<file path="src/rtl/fp16_result_collector_if.sv">
// Bundles the adder result input, the ready/valid result output and the status outputs of the collector.
// master drives the adder side and consumer ready; slave is the collector itself.
interface fp16_result_collector_if #(
   parameter int DEPTH = 8,
   parameter int CNT_W = 16
);
   localparam int LW = $clog2(DEPTH) + 1;

   logic             in_valid;
   logic [15:0]      in_result;
   logic [3:0]       in_flags;
   logic             out_valid;
   logic             out_ready;
   logic [15:0]      out_result;
   logic [3:0]       out_flags;
   logic [LW-1:0]    level;
   logic             full;
   logic             empty;
   logic [3:0]       sticky_flags;
   logic             drop;
   logic             sticky_clear;
   logic [CNT_W-1:0] result_count;

   modport master (
      output in_valid, in_result, in_flags, out_ready, sticky_clear,
      input  out_valid, out_result, out_flags, level, full, empty,
             sticky_flags, drop, result_count
   );

   modport slave (
      input  in_valid, in_result, in_flags, out_ready, sticky_clear,
      output out_valid, out_result, out_flags, level, full, empty,
             sticky_flags, drop, result_count
   );
endinterface

</file>
<file path="src/rtl/fp16_result_collector.sv">
// Buffers FP16 adder results in a FWFT FIFO (write-to-head latency 1 cycle, no empty bypass) and re-issues them
// on ready/valid; inputs arriving while full without a same-cycle pop are dropped and flagged sticky.
module fp16_result_collector #(
   parameter int DEPTH = 8,
   parameter int CNT_W = 16
) (
   input  logic                    clk,
   input  logic                    rst,
   fp16_result_collector_if.slave  bus
);
   localparam int AW = $clog2(DEPTH);
   localparam int LW = AW + 1;

   typedef struct packed {
      logic [15:0] result;
      logic [3:0]  flags;
   } entry_t;

   entry_t           mem_q [DEPTH];
   logic [AW-1:0]    wr_ptr_q, wr_ptr_d;
   logic [AW-1:0]    rd_ptr_q, rd_ptr_d;
   logic [LW-1:0]    level_q, level_d;
   logic [3:0]       sticky_q, sticky_d;
   logic             drop_q, drop_d;
   logic [CNT_W-1:0] cnt_q, cnt_d;

   logic full, empty, pop, push_ok, overrun;
   logic [3:0] in_evt_flags;
   entry_t head;

   assign full    = (level_q == LW'(DEPTH));
   assign empty   = (level_q == '0);
   assign pop     = !empty && bus.out_ready;
   assign push_ok = bus.in_valid && (!full || pop);
   assign overrun = bus.in_valid && full && !pop;
   assign in_evt_flags = bus.in_valid ? bus.in_flags : 4'b0000;

   always_comb begin
      wr_ptr_d = wr_ptr_q;
      rd_ptr_d = rd_ptr_q;
      level_d  = level_q;
      sticky_d = sticky_q;
      drop_d   = drop_q;
      cnt_d    = cnt_q;

      if (push_ok) wr_ptr_d = wr_ptr_q + AW'(1);
      if (pop)     rd_ptr_d = rd_ptr_q + AW'(1);

      case ({push_ok, pop})
         2'b10:   level_d = level_q + LW'(1);
         2'b01:   level_d = level_q - LW'(1);
         default: level_d = level_q;
      endcase

      // A same-cycle event outranks the clear so it is never lost.
      if (bus.sticky_clear) begin
         sticky_d = in_evt_flags;
         drop_d   = overrun;
      end else begin
         sticky_d = sticky_q | in_evt_flags;
         drop_d   = drop_q | overrun;
      end

      if (push_ok && (cnt_q != '1)) cnt_d = cnt_q + CNT_W'(1);
   end

   always_ff @(posedge clk) begin
      if (rst) begin
         wr_ptr_q <= '0;
         rd_ptr_q <= '0;
         level_q  <= '0;
         sticky_q <= '0;
         drop_q   <= 1'b0;
         cnt_q    <= '0;
      end else begin
         wr_ptr_q <= wr_ptr_d;
         rd_ptr_q <= rd_ptr_d;
         level_q  <= level_d;
         sticky_q <= sticky_d;
         drop_q   <= drop_d;
         cnt_q    <= cnt_d;
      end
   end

   // Storage needs no reset: the head is masked to zero whenever the FIFO is empty.
   always_ff @(posedge clk) begin
      if (!rst && push_ok) mem_q[wr_ptr_q] <= '{result: bus.in_result, flags: bus.in_flags};
   end

   assign head             = empty ? '0 : mem_q[rd_ptr_q];
   assign bus.out_valid    = !empty;
   assign bus.out_result   = head.result;
   assign bus.out_flags    = head.flags;
   assign bus.level        = level_q;
   assign bus.full         = full;
   assign bus.empty        = empty;
   assign bus.sticky_flags = sticky_q;
   assign bus.drop         = drop_q;
   assign bus.result_count = cnt_q;
endmodule

</file>
<file path="src/flat_wrapper.sv">
// flat-port wrapper written by rule: the top's interface ports become plain ports
module fp16_result_collector_flat 
#(
   parameter int DEPTH = 8,
   parameter int CNT_W = 16
)
  (clk, rst, bus_in_valid, bus_in_result, bus_in_flags, bus_out_ready, bus_sticky_clear, bus_out_valid, bus_out_result, bus_out_flags, bus_level, bus_full, bus_empty, bus_sticky_flags, bus_drop, bus_result_count);
  fp16_result_collector_if #(.DEPTH(DEPTH), .CNT_W(CNT_W)) bus_i ();
  input  logic clk;
  input  logic rst;
  input wire logic [$bits(bus_i.in_valid)-1:0] bus_in_valid;
  input wire logic [$bits(bus_i.in_result)-1:0] bus_in_result;
  input wire logic [$bits(bus_i.in_flags)-1:0] bus_in_flags;
  input wire logic [$bits(bus_i.out_ready)-1:0] bus_out_ready;
  input wire logic [$bits(bus_i.sticky_clear)-1:0] bus_sticky_clear;
  output wire logic [$bits(bus_i.out_valid)-1:0] bus_out_valid;
  output wire logic [$bits(bus_i.out_result)-1:0] bus_out_result;
  output wire logic [$bits(bus_i.out_flags)-1:0] bus_out_flags;
  output wire logic [$bits(bus_i.level)-1:0] bus_level;
  output wire logic [$bits(bus_i.full)-1:0] bus_full;
  output wire logic [$bits(bus_i.empty)-1:0] bus_empty;
  output wire logic [$bits(bus_i.sticky_flags)-1:0] bus_sticky_flags;
  output wire logic [$bits(bus_i.drop)-1:0] bus_drop;
  output wire logic [$bits(bus_i.result_count)-1:0] bus_result_count;
  assign bus_i.in_valid = bus_in_valid;
  assign bus_i.in_result = bus_in_result;
  assign bus_i.in_flags = bus_in_flags;
  assign bus_i.out_ready = bus_out_ready;
  assign bus_i.sticky_clear = bus_sticky_clear;
  assign bus_out_valid = bus_i.out_valid;
  assign bus_out_result = bus_i.out_result;
  assign bus_out_flags = bus_i.out_flags;
  assign bus_level = bus_i.level;
  assign bus_full = bus_i.full;
  assign bus_empty = bus_i.empty;
  assign bus_sticky_flags = bus_i.sticky_flags;
  assign bus_drop = bus_i.drop;
  assign bus_result_count = bus_i.result_count;
  fp16_result_collector #(.DEPTH(DEPTH), .CNT_W(CNT_W)) u_core (.clk(clk), .rst(rst), .bus(bus_i));
endmodule
</file>
<file path="config.mk">
export PLATFORM = sky130hd
export DESIGN_NAME = fp16_result_collector_flat
export DESIGN_NICKNAME = d
export VERILOG_FILES = /design/src/rtl/fp16_result_collector_if.sv /design/src/rtl/fp16_result_collector.sv /design/src/flat_wrapper.sv
export SDC_FILE = /design/constraint.sdc
export NUM_CORES = 1
export LEC_CHECK = 0
export CAP_MARGIN = 40
export CORE_ASPECT_RATIO = 0.9
export CORE_MARGIN = 2
export CORE_UTILIZATION = 26
export DETAILED_ROUTE_END_ITERATION = 6
export SYNTH_ARGS = -nofsm -noshare
export SYNTH_HDL_FRONTEND = slang
export SYNTH_SLANG_ARGS = --single-unit
</file>
<file path="constraint.sdc">
create_clock -name clk -period 5.71 [get_ports clk]
set_input_delay 0.8565 -clock clk [delete_from_list [all_inputs] [get_ports clk]]
set_output_delay 0.8565 -clock clk [all_outputs]
set_load 0.01 [all_outputs]
</file>
==> results.txt <==
status -> finished clean
relative slew slack -> 45.2%
DRC errors left -> 0
R2R depth -> 8
Synth Area in Simple Gates -> 7.79%
CTS resizes -> 0
Clk Latency, worst-skew pair -> 0.42 ns
syn avg cell area -> 17.2 sq um
largest family of logic cells by synthesized area -> multiplexers
Pwr Density -> 350 nW/um^2
arrival time at the worst endpoint -> 3.03 ns
starting density of the core -> 26.2%
syn_nets -> 482
total power -> 0.00336 W
post-synthesis instance total -> 453
synthesized cell area -> 7770 sq um
total CTS buffers -> 17
Die Footprint -> 31300 sq um
core area -> 29700 sq um
hold buffers post-CTS -> 0
Slowest-stage cell, CP -> dfxtp_2
Global Route Usage Sum -> 10.6%
Worst-path clk slew -> 0.07 ns
Buf/Inv on CP -> 2
flops & latches, synth -> 194
number of global-route vias before repair -> 4330
Met1 Wirelength -> 7.51 mm
mux contribution to synthesized area -> 14.7%
maxcap violations -> 0
crit-path max FO -> 27
crit-path max cell delay -> 0.65 ns
Post-DP HPWL -> 9.62 mm
ratio of cells with drive above 1 in the final layout -> 18.8%
FF-to-FF Start -> u_core.bus.level[0]$_SDFFE_PP0P_
hold depth -> 2
CTS root buffer -> clkbuf_16
top cells by count, synth -> edfxtp_1, mux4_2, nor2_1
area occupied by multi-input gates -> 2180 sq um
net switching power -> 0.000886 W
global-route wire length before repair -> 24.8 mm
Unique masters post-synth -> 46
CTS Sinks -> 194
Async SR Flop Fraction -> 0%
RSZ-0062 raised after global routing -> no
clock network fraction of design power -> 33.8%
delay-heaviest family, CP -> buffers and inverters
Avg Vias per Cell -> 4.54
top layer reached by signal wires -> met4
CP startpoint kind -> flip-flop
Port Buffer Count -> 72
largest net degree at the start of global routing -> 40
Adder-Cell Fraction of Synth Area -> 0.644%
Reg2Reg Setup Slack -> 2.79 ns
initial DRC count -> 173
Synth top area share -> 61.8%
die span in y -> 168 um
top post-synthesis cells by area -> edfxtp_1, mux4_2, dfxtp_1
Synth Flop Type -> edfxtp_1
Congestion Overflow GR -> 0
Layout area overhead -> 23.4%
# fillers -> 2852
routed wl met3 -> 517 um
combinational share of power -> 18.2%
Final #Nets -> 560
yosys warns -> 0
HP Start -> u_core.rd_ptr_q[1]$_SDFFE_PP0N_
VDD IR max -> 218 uV
WL per Instance -> 16.8 um
CP Capture Type -> output pin
Int Power -> 0.00247 W
H-tree lvl count -> 4
Compound-Gate Fraction of Synth Area -> 3.98%
TritonCTS clock tree -> yes
Slew Viols, Final -> 0
setup TNS -> 0 ns
max frequency -> 257 MHz
worst hold path type -> flip-flop to flip-flop
CP cell instances -> buf_4, mux4_2, mux2i_1, nor2_1, clkdlybuf4s50_1
initial antenna violation count -> 0
min Tclk post-route -> 3.89 ns
Worst EP required -> 4.85 ns
switching part of the total -> 26.4%
xor/xnor cell area share of the yosys netlist -> 0.451%
sequential power share -> 48.0%
Reg area -> 5490 sq um
period utilization -> 68.0%
Final setup viols -> 0
DIE WIDTH -> 186 um
Worst Skew -> 0.00683 ns
post-synth top area cell -> edfxtp_1
final non-filler cell area -> 9590 sq um
drt total wl -> 15.9 mm
antenna viol nets, final -> 0
Fin. Hold Viols -> 0
Slew @ Worst Pin -> 0.816 ns
GP Congestion -> 0.707
DRT Pass-1 Iters -> 4
EDFF count, synth -> 160
worst setup path category -> flip-flop to output pin
vias -> 4297
Leakage -> 2.92 nW
FP Rows -> 60
R2R Path End -> u_core.bus.level[2]$_SDFFE_PP0P_
# IOs -> 73
smallest hold slack -> 0.488 ns
postcts setup bufs -> 0
sequential share of the synthesized area -> 70.6%
Post-DP Area -> 9010 sq um
antenna cells -> 0
most frequent cell after synthesis -> edfxtp_1
met2 wire len -> 7.79 mm
worst-case clock buffer depth -> 2
==> worst max-delay path by stage <==
stage	from	slack, ns	depth (start not counted)	end
after floorplan	bus_out_ready	1.65	4	u_core.mem_q[0][0]$_DFFE_PP_
after global placement	flip-flop	2.16	5	bus_out_result[13]
after detailed placement	flip-flop	2.14	5	bus_out_result[13]
after CTS	flip-flop	1.68	5	bus_out_result[13]
after global routing	flip-flop	1.54	5	bus_out_result[13]
final	flip-flop	1.82	5	bus_out_result[13]
==> metrics by stage <==
stage               util (%)  setup slack [ns]  std cells
CTS                     32.3              1.68        947
finish                  32.3              1.82        947
floorplan                  -              1.65        453
global route            32.3              1.54        947
global placement        30.3              2.16        914
detailed placement      30.4              2.14        915
==> layer usage <==
| metal | up-vias | track usage, % |
|---|---|---|
| li1 | 1973 | - |
| met1 | 2236 | 14.6 |
| met2 | 83 | 17.0 |
| met3 | 5 | 2.57 |
| met4 | 0 | 2.57 |
| met5 | - | 0 |
==> logic make-up after synthesis <==
kind of cell / count (synthesis)
compound gates: 47
xor+xnor: 4
fa+ha+maj: 4
buf+inv: 30
flops: 194
mux: 63
simple gates: 111
==> tightest hold or removal path: cells and delay by family (launching register included) <==
| family | cells | cell delay, ns |
|---|---|---|
| DFF | 1 | 0.32 |
| AOI/OAI and AO/OA | 1 | 0.07 |
| and+or+nand+nor | 1 | 0.05 |
==> power by group through the flow <==
stage                     clock [W]  combinational [W]  sequential (W)
after global placement            0           0.000610         0.00166
after global routing        0.00123           0.000668         0.00162
after detailed placement          0           0.000627         0.00165
final                       0.00114           0.000611         0.00161
after floorplan                   0           0.000389         0.00162
after CTS                   0.00117           0.000630         0.00162
==> registers in the layout, indices dropped and copies added (netlist names), named ones only <==
| register | flops |
|---|---|
| u_core.bus.drop | 1 |
| u_core.rd_ptr_q | 3 |
| u_core.wr_ptr_q | 3 |
| u_core.bus.sticky_flags | 4 |
| u_core.bus.level | 4 |
| u_core.mem_q | 160 |
| u_core.bus.result_count | 16 |
==> cell type report <==
cell class	count	share of cell area, %
Inverter	5	0.196
Multi-Input combinational cell	229	22.7
Clock inverter	15	1.55
Timing Repair Buffer	84	8.59
Sequential cell	194	57.2
Tap cell	403	5.26
Clock buffer	17	4.44
==> placed cells by master, fill, tap and decap left out, types with 4 or more instances in the layout <==
cell and n:
a21oi_1 18, mux2i_1 20, a22oi_1 5, inv_8 4, and4_1 4, edfxtp_1 160, or3_1 7, nor3_1 4
nand4_1 6, mux4_2 40, clkdlybuf4s50_1 72, or4_1 7, inv_1 4, clkbuf_16 17, buf_4 11, nor2b_1 5
o31ai_1 7, nor2_1 36, dfxtp_1 32, ha_1 4, nand2_1 11, o21ai_1 5, nand3_1 9
Note: power is estimated with default switching activity, not from simulation.
